`src/rtl/sm83_bus_ctrl.sv`:
```
`default_nettype none
// ============================================================================
//  Module      : sm83_bus_ctrl
//  Description : SM83 CPU-side bus initiator. Turns byte/word (little-endian)
//                load/store requests into one-byte-per-M-cycle transfers on a
//                single-port memory interface and returns load data.
//  Revision    : 1.0 - initial release
// ============================================================================
module sm83_bus_ctrl #(
    parameter int T_PER_M = 4
) (
    input  logic        clk,
    input  logic        rst_n,
    input  logic        i_req_valid,
    output logic        o_req_ready,
    input  logic        i_req_we,
    input  logic        i_req_word,
    input  logic [15:0] i_req_addr,
    input  logic [15:0] i_req_wdata,
    output logic        o_rsp_valid,
    output logic [15:0] o_rsp_rdata,
    output logic        o_busy,
    output logic [15:0] o_mem_r_addr,
    output logic [15:0] o_mem_w_addr,
    output logic [7:0]  o_mem_w_data,
    output logic        o_mem_wen,
    input  logic [7:0]  i_mem_r_data
);

    localparam int              C_TW     = $clog2(T_PER_M);
    localparam logic [C_TW-1:0] C_T_LAST = C_TW'(T_PER_M - 1);
    localparam logic [C_TW-1:0] C_T_ONE  = C_TW'(1);

    typedef enum logic [0:0] {
        S_IDLE   = 1'b0,
        S_ACCESS = 1'b1
    } state_t;

    state_t            r_state;
    logic [C_TW-1:0]   r_tcnt;
    logic              r_byte_idx;
    logic [15:0]       r_base;
    logic              r_we;
    logic              r_word;
    logic [15:0]       r_wdata;
    logic [7:0]        r_rd_lo;
    logic              r_rsp_valid;
    logic [15:0]       r_rsp_rdata;

    logic              w_end_m;
    logic              w_last_byte;
    logic              w_accept;
    logic [15:0]       w_addr;

    // Last T-state of an M-cycle, and whether the byte in flight is the final one
    assign w_end_m     = (r_state == S_ACCESS) && (r_tcnt == C_T_LAST);
    assign w_last_byte = !r_word || r_byte_idx;

    // Ready in IDLE, or at the very end of the final byte so the next access starts without a gap
    assign o_req_ready = (r_state == S_IDLE) || (w_end_m && w_last_byte);
    assign w_accept    = i_req_valid && o_req_ready;

    // Byte address wraps naturally at 16 bits; held in IDLE because byte_idx and base hold
    assign w_addr       = r_base + {15'd0, r_byte_idx};
    assign o_mem_r_addr = w_addr;
    assign o_mem_w_addr = w_addr;
    assign o_mem_w_data = r_byte_idx ? r_wdata[15:8] : r_wdata[7:0];

    // Write strobe is a decode of reset-cleared state, so it falls as soon as rst_n asserts
    assign o_mem_wen    = w_end_m && r_we;

    assign o_busy       = (r_state == S_ACCESS);
    assign o_rsp_valid  = r_rsp_valid;
    assign o_rsp_rdata  = r_rsp_rdata;

    // Sequencer: step T-states and bytes, gather load data, pulse the response, accept requests
    always_ff @(posedge clk or negedge rst_n) begin
        if (!rst_n) begin
            r_state     <= S_IDLE;
            r_tcnt      <= '0;
            r_byte_idx  <= 1'b0;
            r_base      <= '0;
            r_we        <= 1'b0;
            r_word      <= 1'b0;
            r_wdata     <= '0;
            r_rd_lo     <= '0;
            r_rsp_valid <= 1'b0;
            r_rsp_rdata <= '0;
        end else begin
            r_rsp_valid <= 1'b0;

            if (r_state == S_ACCESS) begin
                if (r_tcnt != C_T_LAST) begin
                    r_tcnt <= r_tcnt + C_T_ONE;
                end else if (!w_last_byte) begin
                    // First byte of a word done: keep the low byte and move to the high byte
                    r_tcnt     <= '0;
                    r_byte_idx <= 1'b1;
                    if (!r_we) begin
                        r_rd_lo <= i_mem_r_data;
                    end
                end else begin
                    // Final byte done: respond; loads update the result, stores leave it alone
                    r_rsp_valid <= 1'b1;
                    if (!r_we) begin
                        r_rsp_rdata <= r_word ? {i_mem_r_data, r_rd_lo}
                                              : {8'h00, i_mem_r_data};
                    end
                    r_state <= S_IDLE;
                    r_tcnt  <= '0;
                end
            end

            // Acceptance overrides the drop to IDLE, giving a gapless back-to-back start
            if (w_accept) begin
                r_state    <= S_ACCESS;
                r_tcnt     <= '0;
                r_byte_idx <= 1'b0;
                r_base     <= i_req_addr;
                r_we       <= i_req_we;
                r_word     <= i_req_word;
                r_wdata    <= i_req_wdata;
            end
        end
    end

endmodule
`default_nettype wire

```
`config.mk`:
```
export PLATFORM = sky130hd
export DESIGN_NAME = sm83_bus_ctrl
export DESIGN_NICKNAME = d
export VERILOG_FILES = /design/src/rtl/sm83_bus_ctrl.sv
export SDC_FILE = /design/constraint.sdc
export NUM_CORES = 1
export LEC_CHECK = 0
export BUFFER_PORTS_ARGS = -buffer_cell sky130_fd_sc_hd__buf_2
export CORE_MARGIN = 2
export CORE_UTILIZATION = 45
export CTS_BUF_LIST = sky130_fd_sc_hd__clkbuf_8 sky130_fd_sc_hd__clkbuf_16
export DETAILED_ROUTE_END_ITERATION = 7
export MAX_ROUTING_LAYER = met4
export PLACE_DENSITY = 0.73
export SYNTH_ARGS = -nofsm -noshare
export SYNTH_HDL_FRONTEND = slang
export SYNTH_SLANG_ARGS = --single-unit
```
`constraint.sdc`:
```
create_clock -name clk -period 1.85 [get_ports clk]
set_input_delay 0.2775 -clock clk [delete_from_list [all_inputs] [get_ports clk]]
set_output_delay 0.2775 -clock clk [all_outputs]
set_load 0.02 [all_outputs]
```
==> results.yml, run 1 <==
run_status:
  outcome: "finished with violations"
  violations: "negative setup slack"
synth:
  synth-seq-area-share: 0.520
  avgSynthCellArea_sq_um: 12.4
  synth_seq_cells: 63
  synth_top_cell_by_area: "dfrtp_1"
  syn_nets: 292
  syn_area_sq_mm: 0.00303
  syn_inst: 244
  synth_edf_count: 0
  synthFlopType: "dfrtp_1"
  synth_common_cells: "dfrtp_1, mux2_2, nand2_1"
  ys_async_sr_fraction: 1.00
  synth_cell_types: 33
  synth.most_common_cell: "dfrtp_1"
  ys_top_cells_by_area: "dfrtp_1, mux2_2, buf_4, nand2_1, xnor2_1"
  yosysWarnings: 0
  yosysTopAreaCellShare: 0.520
sta:
  slew_headroom: 0.772
  setup_viol: 24
  worstMarginPinSlew_ns: 0.343
  post-route-min-period_ns: 2.05
  fmax_ghz: 0.488
  maxSlewViolCount: 0
  final_hold_viol_count: 0
  grt_setup_unrepaired: "yes"
  finClkSkew_ns: 0.0116
  setup_ws_ns: -0.198
  fin_crit_sh: 1.11
  fin_hold_ws_ns: 0.142
setup_path:
  regToRegStartpoint: "r_byte_idx$_DFFE_PN0P_"
  crit_path_start_kind: "flip-flop"
  path_class: "flip-flop to primary output"
  reg2reg_to: "r_base[6]$_DFFE_PN0P_"
  worstPathArrival_ns: 1.77
  endpoint_kind: "primary output"
  path_max_fanout: 4
  required_ns: 1.57
  r2r_slack_ns: 0.08
  reg2regPathDepth: 7
clock_tree:
  cts_root_buffer: "clkbuf_8"
  clkSinkCount: 63
  cts_buffers: 9
  clock_latency_ns: 0.34
  htree_levels: 3
  clk_pin_slew_ns: 0.07
  cts_tree: "built"
  clock_path_buffers: 2
floorplanning:
  die_y_um: 86.1
  initial_core_util: 0.472
  die_w_um: 86.1
  rows: 29
  coreArea_sq_mm: 0.00642
  io_pins: 105
  die-area_sq_mm: 0.00741
grt:
  antenna_found_initial: 0
  track_usage: 0.181
  grt_pass1_wl_um: 10000
  grt-ovfl-total: 0
  grt_max_degree: 64
  grt_pass1_vias: 2162
drt:
  drc: 0
  via_per_inst: 4.98
  wire_per_inst_um: 13.9
  drtPass1Iterations: 4
  drt_iter0_drc: 81
  antenna_left: 0
  drt_wl_total_um: 6090
  vias: 2175
pwr:
  power_density_mw_per_mm2: 2000
  irDropWorstVdd_mv: 1.18
  power.total_uw: 8260
  power_leakage_uw: 0.00206
run:
  drv_cap: 0
placement:
  gp_congestion: 0.782
  portBuffers: 104
  dp_hpwl_um: 4170
min_path:
  worst_hold_path.endpoint: "r_wdata[7]$_DFFE_PN0P_"
  min_path_type: "input pin to flip-flop"
  hold_path.startpoint: "i_req_wdata[7]"
  worstHoldPathCells: 2
cells_and_area:
  nNetsFinal: 403
  antenna_cells: 0
  final_util: 0.643
  area_growth_pct: 36.2
  drive_gt1_frac: 0.603
==> routing by layer <==
layer  vias to the layer above  routed length (um)  global-route usage  share of wire
met3                         9                 351              0.0568          0.058
li1                       1053                   -                   -              -
met1                      1043                2650               0.223           0.43
met2                        70                3010               0.282           0.49
met4                         0                  77              0.0606          0.013
met5                         -                   0                   -              0
==> cell families (layout without fill, tap and decap cells) <==
| family | after synthesis | after routing | synth area share |
|---|---|---|---|
| adder cells (fa/ha/maj) | 3 | 3 | 0.0124 |
| multiplexers | 59 | 59 | 0.215 |
| buffers and inverters | 28 | 144 | 0.0697 |
| AO/OA/AOI/OAI | 12 | 12 | 0.0310 |
| XOR/XNOR | 14 | 14 | 0.0404 |
| AND/OR/NAND/NOR | 65 | 65 | 0.111 |
| flip-flops | 63 | 63 | 0.520 |
==> registers in the layout, summed over array words and instances (netlist names) <==
register,flops
r_wdata,16
r_we,1
r_tcnt,2
r_word,1
o_rsp_rdata,16
r_base,16
r_rd_lo,8
o_busy,1
r_byte_idx,1
o_rsp_valid,1
==> worst max-delay path, stage by stage (launching register included) <==
cell     delay, ns
dfrtp_1       0.39
ha_4          0.18
and3_4        0.19
and3_4        0.20
nand4_1       0.14
xnor2_2       0.17
buf_4         0.16
==> layout make-up <==
type | count | area [sq um]
tap | 77 | 96.3
fill | 521 | 2290
clock inverter | 7 | 65.1
timing repair buffer | 125 | 823
multi-input combinational | 153 | 1430
sequential | 63 | 1580
clock buffer | 9 | 124
inverter | 3 | 11.3
==> how the worst max path moves through the flow <==
stage | slack (ns) | endpoint | from | cells after the start
after floorplan | -0.07 | o_mem_w_addr[10] | r_byte_idx$_DFFE_PN0P_ | 6
after global placement | 0.14 | o_mem_w_addr[15] | r_base[0]$_DFFE_PN0P_ | 6
after global routing | -0.30 | o_mem_w_addr[15] | r_byte_idx$_DFFE_PN0P_ | 6
after detailed placement | 0.10 | o_mem_r_addr[15] | r_base[0]$_DFFE_PN0P_ | 6
final | -0.20 | o_mem_r_addr[15] | r_byte_idx$_DFFE_PN0P_ | 6
after CTS | -0.23 | o_mem_r_addr[15] | r_base[0]$_DFFE_PN0P_ | 6
==> layout by cell type (no fill, tap or decap), types with 5 or more instances in the layout <==
| cell type | synthesis | routed |
|---|---|---|
| buf_2 | 1 | 79 |
| mux2i_1 | 9 | 9 |
| mux2_2 | 45 | 45 |
| nand2_1 | 28 | 28 |
| mux2_1 | 5 | 5 |
| buf_4 | 16 | 33 |
| clkbuf_8 | 0 | 9 |
| xnor2_2 | 0 | 7 |
| buf_6 | 6 | 8 |
| dfrtp_1 | 63 | 63 |
| nand3_1 | 17 | 14 |
==> report_power, final <==
part | leakage [uW] | internal [uW] | switching [uW]
sequential | 0.000771 | 2060 | 524
combinational | 0.00119 | 2210 | 2320
clock | 0.000100 | 611 | 531
total | 0.00206 | 4890 | 3370
==> through the flow <==
stage / TNS, ns / instance area (sq um) / setup slack, ns / instances
after global routing: -5.96 / 4130 / -0.296 / 437
final: -3.02 / 4130 / -0.198 / 437
after detailed placement: 0 / 3710 / 0.100 / 414
after CTS: -3.80 / 4010 / -0.234 / 432
after global placement: 0 / 3710 / 0.141 / 414
after floorplan: -0.0878 / 3150 / -0.0658 / 244
==> timing repair <==
action	in CTS	in global routing
hold buffers	1	0
endpoints found under the hold margin	63	0
cloned	0	0
resized for setup	29	20
buffers inserted	1	5
pin swaps	7	5
endpoints found under the setup margin	26	35
(Power assumes the default switching activity.)
==> run 2: changes to the inputs <==
- CELL_PAD_IN_SITES_DETAIL_PLACEMENT: unset -> 2
- CELL_PAD_IN_SITES_GLOBAL_PLACEMENT: unset -> 2
- CORE_UTILIZATION: 45 -> 32
- PLACE_DENSITY: 0.73 -> 0.8
==> results.yml, run 2 (same netlist as run 1, synthesis figures left out) <==
run_status:
  outcome: "finished with violations"
  violations: "negative setup slack"
grt:
  gr-usage-met1: 0.192
  grt_pass1_vias: 2562
  track_usage: 0.174
  globalRoute.busiestLayer: "met2"
  use_met2: 0.305
  antenna_found_initial: 0
  use_met3: 0.0490
  grt_pass1_wl_um: 13000
  grt_max_degree: 64
  grt-ovfl-total: 0
floorplanning:
  coreArea_sq_mm: 0.00920
  io_pins: 105
  rows: 35
  die_y_um: 101
  die-area_sq_mm: 0.0103
  die_w_um: 101
  initial_core_util: 0.330
sta:
  fmax_ghz: 0.473
  slew_headroom: 0.747
  fin_hold_ws_ns: 0.161
  finClkSkew_ns: 0.00995
  setup_viol: 24
  grt_setup_unrepaired: "yes"
  fin_crit_sh: 1.14
  setup_ws_ns: -0.262
  final_hold_viol_count: 0
  post-route-min-period_ns: 2.11
  maxSlewViolCount: 0
  worstMarginPinSlew_ns: 0.379
clock_tree:
  clkSinkCount: 63
  clock_latency_ns: 0.33
  cts_root_buffer: "clkbuf_8"
  clock_path_buffers: 2
  htree_levels: 3
  cts_buffers: 9
  clk_pin_slew_ns: 0.07
  cts_tree: "built"
pwr:
  power_leakage_uw: 0.00208
  power_density_mw_per_mm2: 2040
  irDropWorstVdd_mv: 0.902
min_path:
  hold_path.startpoint: "i_req_wdata[8]"
  min_path_type: "input pin to flip-flop"
drt:
  drt_wl_total_um: 8450
  wire_per_inst_um: 18.0
  drtPass1Iterations: 3
  via_per_inst: 4.84
  drc: 0
  drt_iter0_drc: 71
  vias: 2268
  antenna_left: 0
run:
  drv_cap: 0
placement:
  portBuffers: 104
  gp_congestion: 0.762
  dpl.cell_count: 448
  dp_hpwl_um: 5900
setup_path:
  crit_path_cell_trace: "ha_4 > and3_4 > and3_4 > nand4_1 > xnor2_2 > buf_4"
  cp_common_cell: "and3_4"
  worstPathArrival_ns: 1.83
  cp_slowest_cell: "dfrtp_1"
  cp-startpoint: "r_base[0]$_DFFE_PN0P_"
  r2r_slack_ns: 0.10
  crit_path_start_kind: "flip-flop"
  regToRegStartpoint: "r_byte_idx$_DFFE_PN0P_"
  path_max_fanout: 4
  endpoint_kind: "primary output"
  required_ns: 1.57
  cpPeakStageDelay_ns: 0.39
  path_class: "flip-flop to primary output"
cells_and_area:
  multi_input_area_sq_mm: 0.00146
  fin_cells: 469
  area_growth_pct: 39.6
  fill_cells: 963
  register_area_sq_mm: 0.00158
  antenna_cells: 0
  drive_gt1_frac: 0.615
  layout_commonest_cell: "buf_2"
  final_cell_mix: "buf_2, dfrtp_1, mux2_2, buf_4, nand2_1"
  nNetsFinal: 401
  final_util: 0.460
==> run 2: timing repair <==
item                       CTS  global route
hold buffers                 1             0
buffers inserted             3             2
pin swaps                    3             5
hold endpoints to repair    63             0
gates resized for setup     37            17
setup endpoints to repair   24            34
==> run 2: worst max-delay path: cells and delay by family (launching register included) <==
family	cells	cell delay, ns
xor+xnor	1	0.20
flops	1	0.39
buf+inv	1	0.17
simple gates	3	0.54
fa+ha+maj	1	0.19
==> run 2: power breakdown <==
group | switching (uW) | internal [uW] | total (uW)
Clock | 555 | 749 | 1300
Sequential | 579 | 2060 | 2640
Combinational | 2480 | 2210 | 4690
Total | 3620 | 5020 | 8640
==> run 2: layout make-up <==
type | count | area share
clock buffer | 9 | 0.0293
clock inverter | 7 | 0.0210
inverter | 3 | 0.00266
multi-input combinational | 153 | 0.346
sequential | 63 | 0.373
tap | 111 | 0.0328
timing repair buffer | 123 | 0.196
==> run 2: per-layer routing <==
layer | part of all wire | up-vias
li1 | - | 1039
met1 | 0.38 | 1156
met2 | 0.56 | 67
met3 | 0.051 | 6
met4 | 0.0078 | 0
met5 | 0 | -
==> run 2: path summary, 6_finish.rpt <==
path / depth (start not counted) / endpoint
hold / removal: 2 / r_wdata[8]$_DFFE_PN0P_
hold reg to reg: 2 / o_rsp_rdata[12]$_DFFE_PN0P_
setup / recovery: 6 / o_mem_r_addr[15]
max in group asynchronous: 3 / r_base[8]$_DFFE_PN0P_
setup reg to reg: 6 / r_base[6]$_DFFE_PN0P_
min in group asynchronous: 3 / r_rd_lo[3]$_DFFE_PN0P_
==> run 2: stage by stage <==
step           cell area, sq um  worst slack [ns]  total power, uW  TNS [ns]
2_1_floorplan              3150           -0.0658             5760   -0.0878
4_1_cts                    4140            -0.276             8550     -4.93
5_1_grt                    4230            -0.388             9210     -7.47
3_3_place_gp               3780             0.127             6680         0
3_5_place_dp               3780            0.0384             6900         0
6_report                   4230            -0.262             8640     -4.26
==> run 3: changes to the inputs <==
- CORE_MARGIN: 2 -> 1.5
==> results.yml, run 3 (same netlist as run 1, synthesis figures left out) <==
clock_tree:
  clock_path_buffers: 2
  clock_latency_ns: 0.34
  cts_root_buffer: "clkbuf_8"
  htree_levels: 3
  cts_buffers: 9
  clkSinkCount: 63
  clk_pin_slew_ns: 0.08
  cts_tree: "built"
floorplanning:
  io_pins: 105
  die_w_um: 100
  die_y_um: 100
  rows: 35
  initial_core_util: 0.330
  die-area_sq_mm: 0.0101
  coreArea_sq_mm: 0.00920
drt:
  wire_per_inst_um: 17.5
  drt_wl_total_um: 8250
  vias: 2255
  drtPass1Iterations: 4
  via_per_inst: 4.80
  antenna_left: 0
  drc: 0
  drt_iter0_drc: 50
run_status:
  violations: "negative setup slack"
  outcome: "finished with violations"
placement:
  portBuffers: 104
  dp_slack_ns: -0.0103
  place_area_sq_mm: 0.00378
  gp_congestion: 0.756
  dpl.cell_count: 448
  dp_hpwl_um: 5870
run:
  drv_cap: 0
cells_and_area:
  fin_cells: 470
  design_area_sq_mm: 0.00427
  final_util: 0.464
  final_cell_mix: "buf_2, dfrtp_1, mux2_2, buf_4, nand2_1"
  antenna_cells: 0
  nNetsFinal: 402
  drive_gt1_frac: 0.618
  area_growth_pct: 40.8
  layout_commonest_cell: "buf_2"
setup_path:
  regToRegStartpoint: "r_tcnt[0]$_DFFE_PN0P_"
  cp-startpoint: "r_base[0]$_DFFE_PN0P_"
  endpoint_kind: "primary output"
  crit_path_start_kind: "flip-flop"
  reg2regPathDepth: 6
  path_max_fanout: 4
  path_class: "flip-flop to primary output"
  required_ns: 1.57
  worstPathArrival_ns: 1.91
sta:
  grt_setup_unrepaired: "yes"
  maxSlewViolCount: 0
  setup_viol: 22
  slew_headroom: 0.762
  finClkSkew_ns: 0.0137
  post-route-min-period_ns: 2.18
  final_hold_viol_count: 0
  fin_hold_ws_ns: 0.149
  setup_ws_ns: -0.333
  fin_crit_sh: 1.18
  worstMarginPinSlew_ns: 0.357
  fmax_ghz: 0.458
grt:
  globalRoute.busiestLayer: "met2"
  antenna_found_initial: 0
  grt_pass1_wl_um: 12800
  grt-ovfl-total: 0
  track_usage: 0.174
  gr-usage-met1: 0.184
  use_met3: 0.0390
  grt_max_degree: 64
  use_met2: 0.320
  grt_pass1_vias: 2493
min_path:
  hold_path.startpoint: "i_req_wdata[7]"
  worstHoldPathCells: 2
  min_path_type: "input pin to flip-flop"
pwr:
  irDropWorstVdd_mv: 1.05
  power_leakage_uw: 0.00210
  power_density_mw_per_mm2: 2060
==> run 3: changes by cell type in the layout (fill, tap and decap cells not counted), sizes merged <==
cell      change
buf           +1
bufinv        +1
clkbuf        +1
clkinvlp      -2
==> run 3: area by class of cell <==
type | instances | area (sq um)
Inverter | 3 | 11.3
Fill cell | 949 | 4930
Timing Repair Buffer | 124 | 818
Tap cell | 111 | 139
Sequential cell | 63 | 1580
Clock inverter | 6 | 116
Clock buffer | 10 | 138
Multi-Input combinational cell | 153 | 1470
==> run 3: metrics by stage <==
step | total power, uW | setup TNS (ns)
floorplan | 5760 | -0.0878
finish | 8800 | -4.85
global placement | 6670 | 0
detailed placement | 6910 | -0.0197
global route | 9370 | -7.29
CTS | 8680 | -4.95
==> run 3: path summary, 6_finish.rpt <==
check / slack (ns) / to
setup / recovery: -0.33 / o_mem_w_addr[10]
setup reg to reg: 0.21 / o_rsp_rdata[5]$_DFFE_PN0P_
hold / removal: 0.15 / r_wdata[7]$_DFFE_PN0P_
hold reg to reg: 0.47 / o_rsp_rdata[9]$_DFFE_PN0P_
min in group asynchronous: 0.49 / r_wdata[8]$_DFFE_PN0P_
max in group asynchronous: 1.06 / r_base[3]$_DFFE_PN0P_
==> run 3: power breakdown <==
part           total (uW)  internal (uW)  switching (uW)
clock                1520            941             576
combinational        4670           2190            2480
sequential           2610           2060             543
total                8800           5200            3600
==> run 3: what timing repair did <==
action / 4_1_cts / 5_1_grt
setup endpoints to repair: 22 / 29
gates resized for setup: 26 / 22
pin swaps: 5 / 7
hold buffers: 1 / 0
buffers inserted: 2 / 4
endpoints found under the hold margin: 63 / 0
==> run 3: per-layer routing <==
layer / vias up / wire length (um) / part of all wire
met5: - / 0 / 0
met4: 0 / 116 / 0.014
met3: 10 / 351 / 0.043
met2: 64 / 4620 / 0.56
met1: 1137 / 3160 / 0.38
li1: 1044 / - / -
==> run 3: critical path, cell delays in order (launching register included) <==
cell and delay [ns]:
dfrtp_1 0.40, ha_4 0.18, ha_4 0.14, and4_4 0.27, nand4_1 0.17, xnor2_2 0.23
buf_4 0.18
